File: config.mk
export PLATFORM = sky130hd
export DESIGN_NAME = cordic_rotator
export DESIGN_NICKNAME = d
export VERILOG_FILES = /design/src/rtl/cordic_pkg.sv /design/src/rtl/cordic_rotator_stage.sv /design/src/rtl/cordic_rotator.sv
export SDC_FILE = /design/constraint.sdc
export NUM_CORES = 1
export LEC_CHECK = 0
export ABC_AREA = 1
export CORE_MARGIN = 3
export CORE_UTILIZATION = 40
export CTS_CLUSTER_DIAMETER = 50
export DETAILED_ROUTE_END_ITERATION = 6
export GPL_TIMING_DRIVEN = 0
export PLACE_DENSITY = 0.63
export SLEW_MARGIN = 20
export SYNTH_ARGS = -nofsm -noshare
export SYNTH_HDL_FRONTEND = slang
export SYNTH_SLANG_ARGS = --single-unit
export TNS_END_PERCENT = 100
File: constraint.sdc
create_clock -name clk -period 6.9 [get_ports clk]
set_input_delay 1.38 -clock clk [delete_from_list [all_inputs] [get_ports clk]]
set_output_delay 1.38 -clock clk [all_outputs]
set_load 0.05 [all_outputs]
File: src/rtl/cordic_pkg.sv
// Shared Q2.30 constants, arctangent table and FSM state type for the CORDIC rotator.
package cordic_pkg;

  localparam int WIDTH     = 32;
  localparam int FRAC_BITS = 30;

  localparam logic signed [WIDTH-1:0] PI_2     = 32'sh6487ED51;
  localparam logic signed [WIDTH-1:0] CORDIC_K = 32'sh26DD3B6A;
  localparam logic signed [WIDTH-1:0] ONE      = 32'sh40000000;

  typedef enum logic [1:0] {
    IDLE   = 2'd0,
    ROTATE = 2'd1,
    DONE   = 2'd2
  } state_t;

  // atan(2^-i) in Q2.30; beyond i=10 the value is 2^(30-i) less a sub-LSB term.
  function automatic logic signed [WIDTH-1:0] atan_lut(input logic [4:0] i);
    logic signed [WIDTH-1:0] a;
    case (i)
      5'd0:    a = 32'sh3243F6A9;
      5'd1:    a = 32'sh1DAC6705;
      5'd2:    a = 32'sh0FADBAFD;
      5'd3:    a = 32'sh07F56EA7;
      5'd4:    a = 32'sh03FEAB77;
      5'd5:    a = 32'sh01FFD55C;
      5'd6:    a = 32'sh00FFFAAB;
      5'd7:    a = 32'sh007FFF55;
      5'd8:    a = 32'sh003FFFEB;
      5'd9:    a = 32'sh001FFFFD;
      5'd10:   a = 32'sh00100000;
      5'd11:   a = 32'sh00080000;
      5'd12:   a = 32'sh00040000;
      5'd13:   a = 32'sh00020000;
      5'd14:   a = 32'sh00010000;
      5'd15:   a = 32'sh00008000;
      5'd16:   a = 32'sh00004000;
      5'd17:   a = 32'sh00002000;
      5'd18:   a = 32'sh00001000;
      5'd19:   a = 32'sh00000800;
      5'd20:   a = 32'sh00000400;
      5'd21:   a = 32'sh00000200;
      5'd22:   a = 32'sh00000100;
      5'd23:   a = 32'sh00000080;
      5'd24:   a = 32'sh00000040;
      5'd25:   a = 32'sh00000020;
      5'd26:   a = 32'sh00000010;
      5'd27:   a = 32'sh00000008;
      5'd28:   a = 32'sh00000004;
      5'd29:   a = 32'sh00000002;
      default: a = 32'sh00000001;
    endcase
    return a;
  endfunction

endpackage

File: src/rtl/cordic_rotator_stage.sv
// One combinational CORDIC micro-rotation (rotation mode), driven by the sign of z.
module cordic_stage
  import cordic_pkg::*;
(
  input  logic signed [WIDTH-1:0] x,
  input  logic signed [WIDTH-1:0] y,
  input  logic signed [WIDTH-1:0] z,
  input  logic        [4:0]       i,
  output logic signed [WIDTH-1:0] x_nxt,
  output logic signed [WIDTH-1:0] y_nxt,
  output logic signed [WIDTH-1:0] z_nxt
);

  logic signed [WIDTH-1:0] xs;
  logic signed [WIDTH-1:0] ys;
  logic signed [WIDTH-1:0] a;

  always_comb begin
    xs = x >>> i;
    ys = y >>> i;
    a  = atan_lut(i);
    // z == 0 rotates in the positive direction
    if (!z[WIDTH-1]) begin
      x_nxt = x - ys;
      y_nxt = y + xs;
      z_nxt = z - a;
    end else begin
      x_nxt = x + ys;
      y_nxt = y - xs;
      z_nxt = z + a;
    end
  end

endmodule

File: src/rtl/cordic_rotator.sv
// Iterative rotation-mode CORDIC: Q2.30 angle in, cos/sin out, one micro-rotation per clock.
// Build option CORDIC_GAIN_COMP_EN seeds x with K so outputs are unscaled cos/sin.
//
// state  | meaning
// IDLE   | ready for an angle
// ROTATE | running ITER micro-rotations
// DONE   | result (or domain error) held until out_ready
module cordic_rotator
  import cordic_pkg::*;
#(
  parameter int ITER = 16
) (
  input  logic             clk,
  input  logic             rst_n,
  input  logic             in_valid,
  output logic             in_ready,
  input  logic [WIDTH-1:0] in_theta,
  output logic             out_valid,
  input  logic             out_ready,
  output logic [WIDTH-1:0] out_cos,
  output logic [WIDTH-1:0] out_sin,
  output logic             out_err
);

`ifdef CORDIC_GAIN_COMP_EN
  localparam logic signed [WIDTH-1:0] X0 = CORDIC_K;
`else
  localparam logic signed [WIDTH-1:0] X0 = ONE;
`endif
  localparam logic [4:0] LAST = 5'(ITER - 1);

  state_t                  state, state_nxt;
  logic signed [WIDTH-1:0] x, y, z;
  logic signed [WIDTH-1:0] x_n, y_n, z_n;
  logic        [4:0]       i;
  logic                    theta_bad;
  logic                    accept;
  logic                    last;

  cordic_stage u_stage (
    .x     (x),
    .y     (y),
    .z     (z),
    .i     (i),
    .x_nxt (x_n),
    .y_nxt (y_n),
    .z_nxt (z_n)
  );

  assign theta_bad = ($signed(in_theta) > PI_2) || ($signed(in_theta) < -PI_2);
  assign in_ready  = (state == IDLE);
  assign out_valid = (state == DONE);

  always_comb begin
    state_nxt = state;
    accept    = 1'b0;
    last      = (i == LAST);
    case (state)
      IDLE: if (in_valid) begin
        accept    = 1'b1;
        state_nxt = theta_bad ? DONE : ROTATE;
      end
      ROTATE:  if (last) state_nxt = DONE;
      DONE:    if (out_ready) state_nxt = IDLE;
      default: state_nxt = IDLE;
    endcase
  end

  always_ff @(posedge clk) begin
    if (!rst_n) begin
      state   <= IDLE;
      x       <= '0;
      y       <= '0;
      z       <= '0;
      i       <= '0;
      out_cos <= '0;
      out_sin <= '0;
      out_err <= 1'b0;
    end else begin
      state <= state_nxt;
      case (state)
        IDLE: if (accept) begin
          if (theta_bad) begin
            out_err <= 1'b1;
            out_cos <= '0;
            out_sin <= '0;
          end else begin
            x <= X0;
            y <= '0;
            z <= $signed(in_theta);
            i <= '0;
          end
        end
        ROTATE: begin
          x <= x_n;
          y <= y_n;
          z <= z_n;
          i <= i + 5'd1;
          if (last) begin
            out_cos <= x_n;
            out_sin <= y_n;
            out_err <= 1'b0;
          end
        end
        default: ;
      endcase
    end
  end

endmodule

==> out/metrics.cfg <==
[status]
outcome = completed

[logic_synthesis]
syn_area_mm2 = 0.0185
synth-simple-area-share = 0.394
post_synth_xor_area_fraction = 0.0477
netlist_top_cells_area = dfxtp_1, nand2_1, nand3_1
syn-num-nets = 3292
synth_mux_area_frac = 0
synth_compound_gate_area_share = 0.182
yosysUniqueCellTypes = 51
syn_area_per_cell_um2 = 5.90
synth_seq_area_share = 0.214
synth_top_family_by_area = simple AND/OR/NAND/NOR gates
synth_top_area_frac = 0.214
synth_edf_count = 0
synth_fa_ha_area_frac = 0.0782
syn_inst = 3142
synth_flop_cell = dfxtp_1
synth_top_area_cell = dfxtp_1
yosys_warnings = 0
synthArstFlopShare = 0
ys_ff_latch = 198

[min_path]
min_path_type = flop to flop
whs_endpoint = out_cos[23]
hold_depth = 2
worstHoldStart = out_cos[23]

[setup_path]
cp.required_ns = 7.31
worstSetupEndpointType = flop
crit_top_cell = nand2_1
cp_slowest_cell = buf_1
path_buf_inv = 6
r2r_slack_ns = 0.84
r2r-end = out_sin[31]
crit_fanout = 10
crit_type = flop to flop
ff2ff_path_depth = 29
r2r_start = i[3]
critical-path-top-delay-family = simple AND/OR/NAND/NOR gates
start_kind = flop
startpoint = i[3]
arrival_ns = 6.47
cpPeakStageDelay_ns = 0.65

[detailed_routing]
ant_nets = 0
via_count = 22900
drc = 0
dr.first_iter.drc_count = 2610
vias_per_cell = 5.90
firstDrtPassIters = 6
wl_per_cell_um = 24.0
wl_um = 93100

[sta]
max_freq_mhz = 165
rsz0062_at_grt = no
worst_pin_slew_ns = 1.27
setup_tns_ns = 0
hold_viol = 0
fin_crit_sh = 0.878
worst_clock_skew_ns = 0.0247
period_minus_slack_ns = 6.06
setup_violations = 0
slew_headroom = 0.152
drv_slew = 0

[die]
die_h_um = 221
row_count = 78
core-area_mm2 = 0.0456
ioPinCount = 103
start_util = 0.407
die_area_mm2 = 0.0490
fp.dieW_um = 221

[grt]
grt_max_degree = 18
antenna_found_initial = 1
grt_pass1_vias = 21100
overflow = 0
grt_use_total = 0.366
grt_pass1_wl_um = 135000

[power_and_ir_drop]
leakagePower_uw = 0.00993
p_total_uw = 13500
power_density_mw_per_mm2 = 644
peakVddDrop_mv = 0.381

[cts]
postCtsHoldBufs = 0
clock_latency_ns = 0.49
clock_sinks = 198
htree_levels = 4
clock_path_buffers = 2
root_buffer = clkbuf_16
cts_setup_buffers = 0
cts_tree = yes
cts_resized = 0
clkTransAtPathRegs_ns = 0.08
cts_made_buffers = 17

[placed_design]
gp_congestion = 1.05
hpwlAfterDp_um = 75700
io_buffers = 101

[finish]
layout.nets = 3412
antenna_cells = 0
drive_gt1_frac = 0.0379
syn_to_final_growth_pct = 12.8

[flow_run]
drv_cap = 0

==> per-layer routing <==
layer	up-vias	wire length (um)	global-route usage
met2	1116	40800	0.571
li1	10800	-	-
met3	232	8160	0.0813
met1	10700	39400	0.478
met4	0	4750	0.179
met5	-	0	0
==> cell usage after synthesis (13+ instances only) <==
master,instances
nand2_1,786
nand3_1,459
nor2_1,353
a21oi_1,293
o21ai_0,229
inv_1,225
dfxtp_1,198
ha_1,111
clkbuf_1,83
xor2_1,67
xnor2_1,34
a31oi_1,32
buf_2,30
nor3_1,28
nand4_1,27
buf_1,21
a21o_1,15
nor4_1,15
or2_2,13
==> worst reg2reg max path, delay by kind of cell, from the launching register on <==
family,cells,cell delay [ns]
simple gates,15,2.00
compound gates,6,1.62
fa+ha+maj,2,0.49
buf+inv,6,1.30
flops,1,0.58
==> sequential cells by signal (all words and copies together) (netlist names) <==
| name | count |
|---|---|
| out_sin | 32 |
| out_err | 1 |
| x | 32 |
| state | 2 |
| y | 32 |
| u_stage.a | 30 |
| i | 5 |
| out_cos | 32 |
| z | 32 |
==> report_power, final <==
group | total (uW) | switching, uW | leakage (uW) | internal (uW)
sequential | 2080 | 515 | 0.00163 | 1560
combinational | 10300 | 7210 | 0.00801 | 3100
clock | 1070 | 498 | 0.000290 | 573
==> logic make-up after synthesis <==
kind of cell / after synthesis
AO/OA/AOI/OAI: 628
XOR/XNOR: 101
adder cells (fa/ha/maj): 114
buffers and inverters: 388
flip-flops: 198
AND/OR/NAND/NOR: 1713
==> worst max-delay path by stage <==
stage / end / slack, ns / cells after the start
6_report: out_sin[31] / 0.84 / 29
5_1_grt: out_sin[31] / 0.43 / 29
4_1_cts: out_cos[29] / 1.09 / 25
3_5_place_dp: out_cos[29] / 1.14 / 25
3_3_place_gp: out_cos[29] / 1.18 / 25
2_1_floorplan: y[25] / 2.94 / 27
==> per-stage QoR <==
step                hold WS [ns]  instance area (um^2)  utilization  instances  setup slack, ns
floorplan                  0.449                 18500            -       3142             2.94
global placement           0.458                 20300        0.445       3843             1.18
detailed placement         0.458                 20300        0.445       3843             1.14
CTS                        0.468                 20900        0.459       3873             1.09
global route               0.490                 20900        0.459       3873            0.432
finish                     0.471                 20900        0.459       3873            0.840
==> cell usage in the layout, fill, tap and decap left out, types with 34 or more instances in the layout <==
| cell | n |
|---|---|
| clkbuf_1 | 83 |
| xnor2_1 | 34 |
| inv_1 | 225 |
| xor2_1 | 67 |
| nor2_1 | 353 |
| clkdlybuf4s50_1 | 101 |
| a21oi_1 | 293 |
| o21ai_0 | 229 |
| nand2_1 | 786 |
| dfxtp_1 | 198 |
| nand3_1 | 459 |
| ha_1 | 111 |
==> layout make-up <==
cell class                 count  area (um^2)
inverter                     240          903
multi-input combinational   2556        13000
buffer                       148          673
tap                          600          751
timing repair buffer         101         1010
sequential                   198         3960
fill                        4965        24700
clock buffer                  18          429
clock inverter                12          171
No activity file was read; power rests on OpenSTA's default activity.
